$ cat src/rtl/cla_pkg.sv
// Shared definitions for the byte-serial CLA adder: byte width and FSM encoding.
package cla_pkg;

    localparam int BYTE_W = 8;

    typedef enum logic [1:0] {
        ST_IDLE = 2'd0,
        ST_RUN  = 2'd1,
        ST_DONE = 2'd2
    } state_e;

endpackage

$ cat src/rtl/cla_8bit.sv
// Combinational 8-bit carry-lookahead adder; every carry is a flat sum of
// generate/propagate products rather than a ripple chain.
module cla_8bit (
    input  logic [7:0] a,
    input  logic [7:0] b,
    input  logic       cin,
    output logic [7:0] sum,
    output logic       cout
);

    logic [7:0] g;
    logic [7:0] p;
    logic [8:0] c;
    logic       term;

    always_comb begin
        g    = a & b;
        p    = a ^ b;
        c    = '0;
        term = 1'b0;
        c[0] = cin;
        // c[i] = cin&p[0..i-1] | OR_j ( g[j] & p[j+1..i-1] )
        for (int i = 1; i <= 8; i++) begin
            term = cin;
            for (int k = 0; k < i; k++) term = term & p[k];
            c[i] = term;
            for (int j = 0; j < i; j++) begin
                term = g[j];
                for (int k = j + 1; k < i; k++) term = term & p[k];
                c[i] = c[i] | term;
            end
        end
        sum  = p ^ c[7:0];
        cout = c[8];
    end

endmodule

$ cat src/rtl/cla_serial_adder.sv
// Multi-precision adder: feeds one byte per clock (LSB first) through a single
// cla_8bit, chaining the carry through a flop, with valid/ready on both sides.
module cla_serial_adder
    import cla_pkg::*;
#(
    parameter int NBYTES = 4
) (
    input  logic                  clk,
    input  logic                  rst_n,
    input  logic                  in_valid,
    output logic                  in_ready,
    input  logic [8*NBYTES-1:0]   a,
    input  logic [8*NBYTES-1:0]   b,
    input  logic                  cin,
    output logic                  out_valid,
    input  logic                  out_ready,
    output logic [8*NBYTES-1:0]   sum,
    output logic                  cout,
    output logic                  busy
);

    localparam int W    = BYTE_W * NBYTES;
    localparam int IDXW = (NBYTES > 1) ? $clog2(NBYTES) : 1;
    localparam logic [IDXW-1:0] IDX_LAST = IDXW'(NBYTES - 1);

    state_e          state_q, state_d;
    logic [IDXW-1:0] idx_q, idx_d;
    logic [W-1:0]    a_sh_q, a_sh_d;
    logic [W-1:0]    b_sh_q, b_sh_d;
    logic [W-1:0]    sum_sh_q, sum_sh_d;
    logic            carry_q, carry_d;
    logic [W-1:0]    sum_q, sum_d;
    logic            cout_q, cout_d;

    logic [BYTE_W-1:0]   cla_sum;
    logic                cla_cout;
    logic [W+BYTE_W-1:0] sum_cat;

    cla_8bit u_cla (
        .a    (a_sh_q[BYTE_W-1:0]),
        .b    (b_sh_q[BYTE_W-1:0]),
        .cin  (carry_q),
        .sum  (cla_sum),
        .cout (cla_cout)
    );

    // New byte enters at the top so byte 0 ends up in the low bits after NBYTES shifts.
    assign sum_cat = {cla_sum, sum_sh_q};

    always_comb begin
        state_d  = state_q;
        idx_d    = idx_q;
        a_sh_d   = a_sh_q;
        b_sh_d   = b_sh_q;
        sum_sh_d = sum_sh_q;
        carry_d  = carry_q;
        sum_d    = sum_q;
        cout_d   = cout_q;
        case (state_q)
            ST_IDLE: begin
                if (in_valid) begin
                    a_sh_d  = a;
                    b_sh_d  = b;
                    carry_d = cin;
                    idx_d   = '0;
                    state_d = ST_RUN;
                end
            end
            ST_RUN: begin
                a_sh_d   = a_sh_q >> BYTE_W;
                b_sh_d   = b_sh_q >> BYTE_W;
                sum_sh_d = sum_cat[W+BYTE_W-1:BYTE_W];
                carry_d  = cla_cout;
                if (idx_q == IDX_LAST) begin
                    // Result registers hold the previous answer until this one is complete.
                    idx_d   = '0;
                    sum_d   = sum_cat[W+BYTE_W-1:BYTE_W];
                    cout_d  = cla_cout;
                    state_d = ST_DONE;
                end else begin
                    idx_d = idx_q + 1'b1;
                end
            end
            ST_DONE: begin
                if (out_ready) state_d = ST_IDLE;
            end
            default: state_d = ST_IDLE;
        endcase
    end

    always_ff @(posedge clk or negedge rst_n) begin
        if (!rst_n) begin
            state_q  <= ST_IDLE;
            idx_q    <= '0;
            a_sh_q   <= '0;
            b_sh_q   <= '0;
            sum_sh_q <= '0;
            carry_q  <= 1'b0;
            sum_q    <= '0;
            cout_q   <= 1'b0;
        end else begin
            state_q  <= state_d;
            idx_q    <= idx_d;
            a_sh_q   <= a_sh_d;
            b_sh_q   <= b_sh_d;
            sum_sh_q <= sum_sh_d;
            carry_q  <= carry_d;
            sum_q    <= sum_d;
            cout_q   <= cout_d;
        end
    end

    assign in_ready  = (state_q == ST_IDLE);
    assign busy      = (state_q == ST_RUN);
    assign out_valid = (state_q == ST_DONE);
    assign sum       = sum_q;
    assign cout      = cout_q;

endmodule

$ cat config.mk
export PLATFORM = sky130hd
export DESIGN_NAME = cla_serial_adder
export DESIGN_NICKNAME = d
export VERILOG_FILES = /design/src/rtl/cla_pkg.sv /design/src/rtl/cla_8bit.sv /design/src/rtl/cla_serial_adder.sv
export SDC_FILE = /design/constraint.sdc
export NUM_CORES = 1
export LEC_CHECK = 0
export ABC_AREA = 1
export CAP_MARGIN = 20
export CORE_MARGIN = 4
export CORE_UTILIZATION = 53
export DETAILED_ROUTE_END_ITERATION = 6
export PLACE_DENSITY = 0.8
export SYNTH_ARGS = -nofsm -noshare
export SYNTH_HDL_FRONTEND = slang
export SYNTH_HIERARCHICAL = 1
export SYNTH_SLANG_ARGS = --single-unit
$ cat constraint.sdc
create_clock -name clk -period 2.35 [get_ports clk]
set_clock_uncertainty 0.15 [all_clocks]
set_input_delay 0.5875 -clock clk [delete_from_list [all_inputs] [get_ports clk]]
set_output_delay 0.5875 -clock clk [all_outputs]
set_load 0.01 [all_outputs]
==> flow_metrics.py, run 1 <==
metrics = {
    "run_status": {
        "outcome": "finished, final reports clean",
    },
    "sta": {
        "worst_pin_slew_ps": 356.9,
        "finalHoldViolCount": 0,
        "fin_crit_sh": 0.9758,
        "max_freq_mhz": 436.1,
        "setup_viol": 0,
        "layout_min_cycle_time_ps": 2293,
        "final.setup.tns_ps": 0,
        "slew_headroom": 0.7619,
        "slew_violations": 0,
    },
    "detailed_routing": {
        "drt-total-wl_um": 14570,
        "via_per_inst": 5.145,
        "drc_errors": 0,
        "drt_iter0_markers": 449,
        "wire_per_inst_um": 14.12,
        "ant_nets": 0,
        "dr.pass1.iters": 6,
        "num_vias": 5310,
    },
    "global_routing": {
        "grt_pass1_vias": 5388,
        "grt_max_degree": 66,
        "antenna_found_initial": 0,
        "overflow": 0,
        "grtUsageTotal": 0.2311,
        "grt_pass1_wl_um": 24810,
    },
    "floorplan": {
        "die_h_um": 116.1,
        "start_util": 0.5426,
        "num_rows": 39,
        "die_area_mm2": 0.01348,
        "pin_count": 105,
        "core_area_mm2": 0.01142,
        "die_x_um": 116.1,
    },
    "setup_path": {
        "start_kind": "flop",
        "crit_required_ps": 1610,
        "cp.arrival_ps": 1560,
        "crit_path_end_kind": "primary output",
        "crit_type": "reg -> out",
        "path_max_fanout": 3,
    },
    "logic_synthesis": {
        "ys_seq_area_frac": 0.5089,
        "syn_area_mm2": 0.006196,
        "synth_cell_types": 26,
        "synth_cells": 779,
        "ys_seq_elements": 126,
        "synth_fp_nets": 859,
        "ys_warn_count": 6,
        "syn_area_per_cell_um2": 7.954,
    },
    "place": {
        "io_buffers": 104,
        "place.detailed.hpwl_um": 9724,
        "dpl-instance-area_mm2": 0.007322,
        "gp_congestion": 0.8124,
    },
    "cells_and_area": {
        "postLayoutCellArea_mm2": 0.007908,
        "area_growth_pct": 27.63,
        "layout-drive-gt1-share": 0.08436,
        "fin_util": 0.6925,
        "antenna_cells": 0,
        "fin_nets": 957,
    },
    "cts": {
        "cts_sinks": 126,
        "cts_tree": "built",
        "cts_buffers": 17,
        "clk_path_buf_depth": 2,
        "root_buffer": "clkbuf_16",
        "cts-htree-levels": 4,
        "worst_skew_pair.late_latency_ps": 410,
        "clkTransAtPathRegs_ps": 60,
    },
    "hold_path": {
        "hp-class": "reg -> reg",
    },
    "pwr": {
        "power.density_mw_per_mm2": 1476,
        "p_leak_nw": 4.134,
        "ir_worst_vdd_mv": 0.7274,
    },
    "run": {
        "max-cap-violations": 0,
    },
}
## sequential cells by signal, summed over array words and instances (netlist names)
signal,count
state_q,2
a_sh_q,32
sum,32
sum_sh_q,24
cout,1
b_sh_q,32
idx_q,2
carry_q,1
## through the flow
stage               hold WS [ps]  power [W]  std cells  worst slack (ps)
floorplan                  141.9   0.007440        779             279.6
global placement           302.0   0.008814        997             226.3
detailed placement         310.3   0.009054        997             112.6
CTS                        324.8    0.01164       1030             14.65
global route               354.6    0.01265       1032            -17.37
finish                     321.1    0.01167       1032             56.97
## cell families after synthesis
logic type / count (synthesis) / share of synthesized area
xor gates and xnor gates: 6 / 0.008481
and+or+nand+nor: 386 / 0.2688
adders and majority gates: 11 / 0.02343
DFF: 126 / 0.5089
buffers and inverters: 180 / 0.1284
AOI/OAI and AO/OA: 70 / 0.06200
## cell usage in the layout (no fill, tap or decap), types with 3 or more instances in the layout
cell and instances:
dfrtp_1 124, nand3_1 133, clkinvlp_4 5, inv_1 130, nand4_1 7, clkbuf_16 17, buf_12 5, nand2_1 228
o21ai_1 6, nor2_1 10, o21ai_2 6, xor2_1 6, clkdlybuf4s50_1 101, clkinv_2 4, clkinv_4 3, ha_1 9
nand2_2 3, o21ai_0 54, buf_4 18
## synth_stat cells
library cell | count | share of area
inv_1 | 130 | 0.079
inv_2 | 2 | 0.0012
buf_2 | 19 | 0.015
nand2_2 | 2 | 0.0020
xor2_1 | 6 | 0.0085
nor2_4 | 1 | 0.0018
nand4_1 | 7 | 0.0071
buf_6 | 8 | 0.015
a21oi_2 | 1 | 0.0014
nand2_1 | 229 | 0.14
o21ai_2 | 5 | 0.0071
nor2_1 | 10 | 0.0061
buf_4 | 7 | 0.0085
o21ai_1 | 6 | 0.0048
o31ai_1 | 1 | 0.0012
fa_1 | 1 | 0.0032
clkbuf_1 | 13 | 0.0079
o21ai_0 | 55 | 0.044
a21o_1 | 1 | 0.0012
nand3_1 | 133 | 0.11
o21bai_2 | 1 | 0.0018
dfrtp_1 | 126 | 0.51
ha_1 | 10 | 0.020
nand2_4 | 2 | 0.0036
nor2_2 | 2 | 0.0020
clkbuf_8 | 1 | 0.0022
## layer usage
layer | global-route usage | wire [um] | up-vias
met3 | 0.04560 | 804 | 24
met1 | 0.2931 | 6158 | 2504
met4 | 0.08275 | 305 | 0
li1 | - | - | 2607
met5 | 0 | 0 | -
met2 | 0.3966 | 7300 | 175
## final cells by class
cell class	instances	area [um2]
Clock buffer	17	425.4
Clock inverter	14	122.6
Fill cell	912	3511
Inverter	132	495.5
Multi-Input combinational cell	473	2256
Sequential cell	126	3156
Tap cell	143	178.9
Timing Repair Buffer	127	1274
## final timing paths
kind / from / to / slack, ps / depth (start not counted)
hold / removal: sum[2] / sum[2] / 320 / 2
max in group asynchronous: rst_n / sum_sh_q[23] / 1010 / 3
setup / recovery: state_q[1] / busy / 60 / 2
min in group asynchronous: rst_n / sum[28] / 440 / 2
setup reg to reg: a_sh_q[0] / sum_sh_q[29] / 140 / 11
hold reg to reg: sum[2] / sum[2] / 320 / 2
## what timing repair did
action,in CTS,in global routing
resized for setup,3,3
hold endpoints to repair,14,0
pin swaps,0,1
hold buffers,1,0
setup buffers,1,2
setup endpoints to repair,3,2
## where the power goes
group / total (W) / switching (W) / internal [W]
Clock: 0.00243 / 0.000987 / 0.00144
Sequential: 0.00378 / 0.000588 / 0.00319
Combinational: 0.00546 / 0.00331 / 0.00215
Total: 0.0117 / 0.00488 / 0.00678
## critical path, stage by stage (launching register included)
cell and delay (ps):
dfrtp_2 440, nor2_4 160, clkdlybuf4s50_1 550
(Power assumes the default switching activity.)
==> run 2: changes to the inputs <==
--- a/config.mk
+++ b/config.mk
@@ -11,6 +11,7 @@
 export CORE_UTILIZATION = 53
 export DETAILED_ROUTE_END_ITERATION = 6
 export PLACE_DENSITY = 0.8
+export SLEW_MARGIN = 20
 export SYNTH_ARGS = -nofsm -noshare
 export SYNTH_HDL_FRONTEND = slang
 export SYNTH_HIERARCHICAL = 1
==> results of run 2 <==
Same layout as run 1: the final DEF is identical, and so are final timing and power.
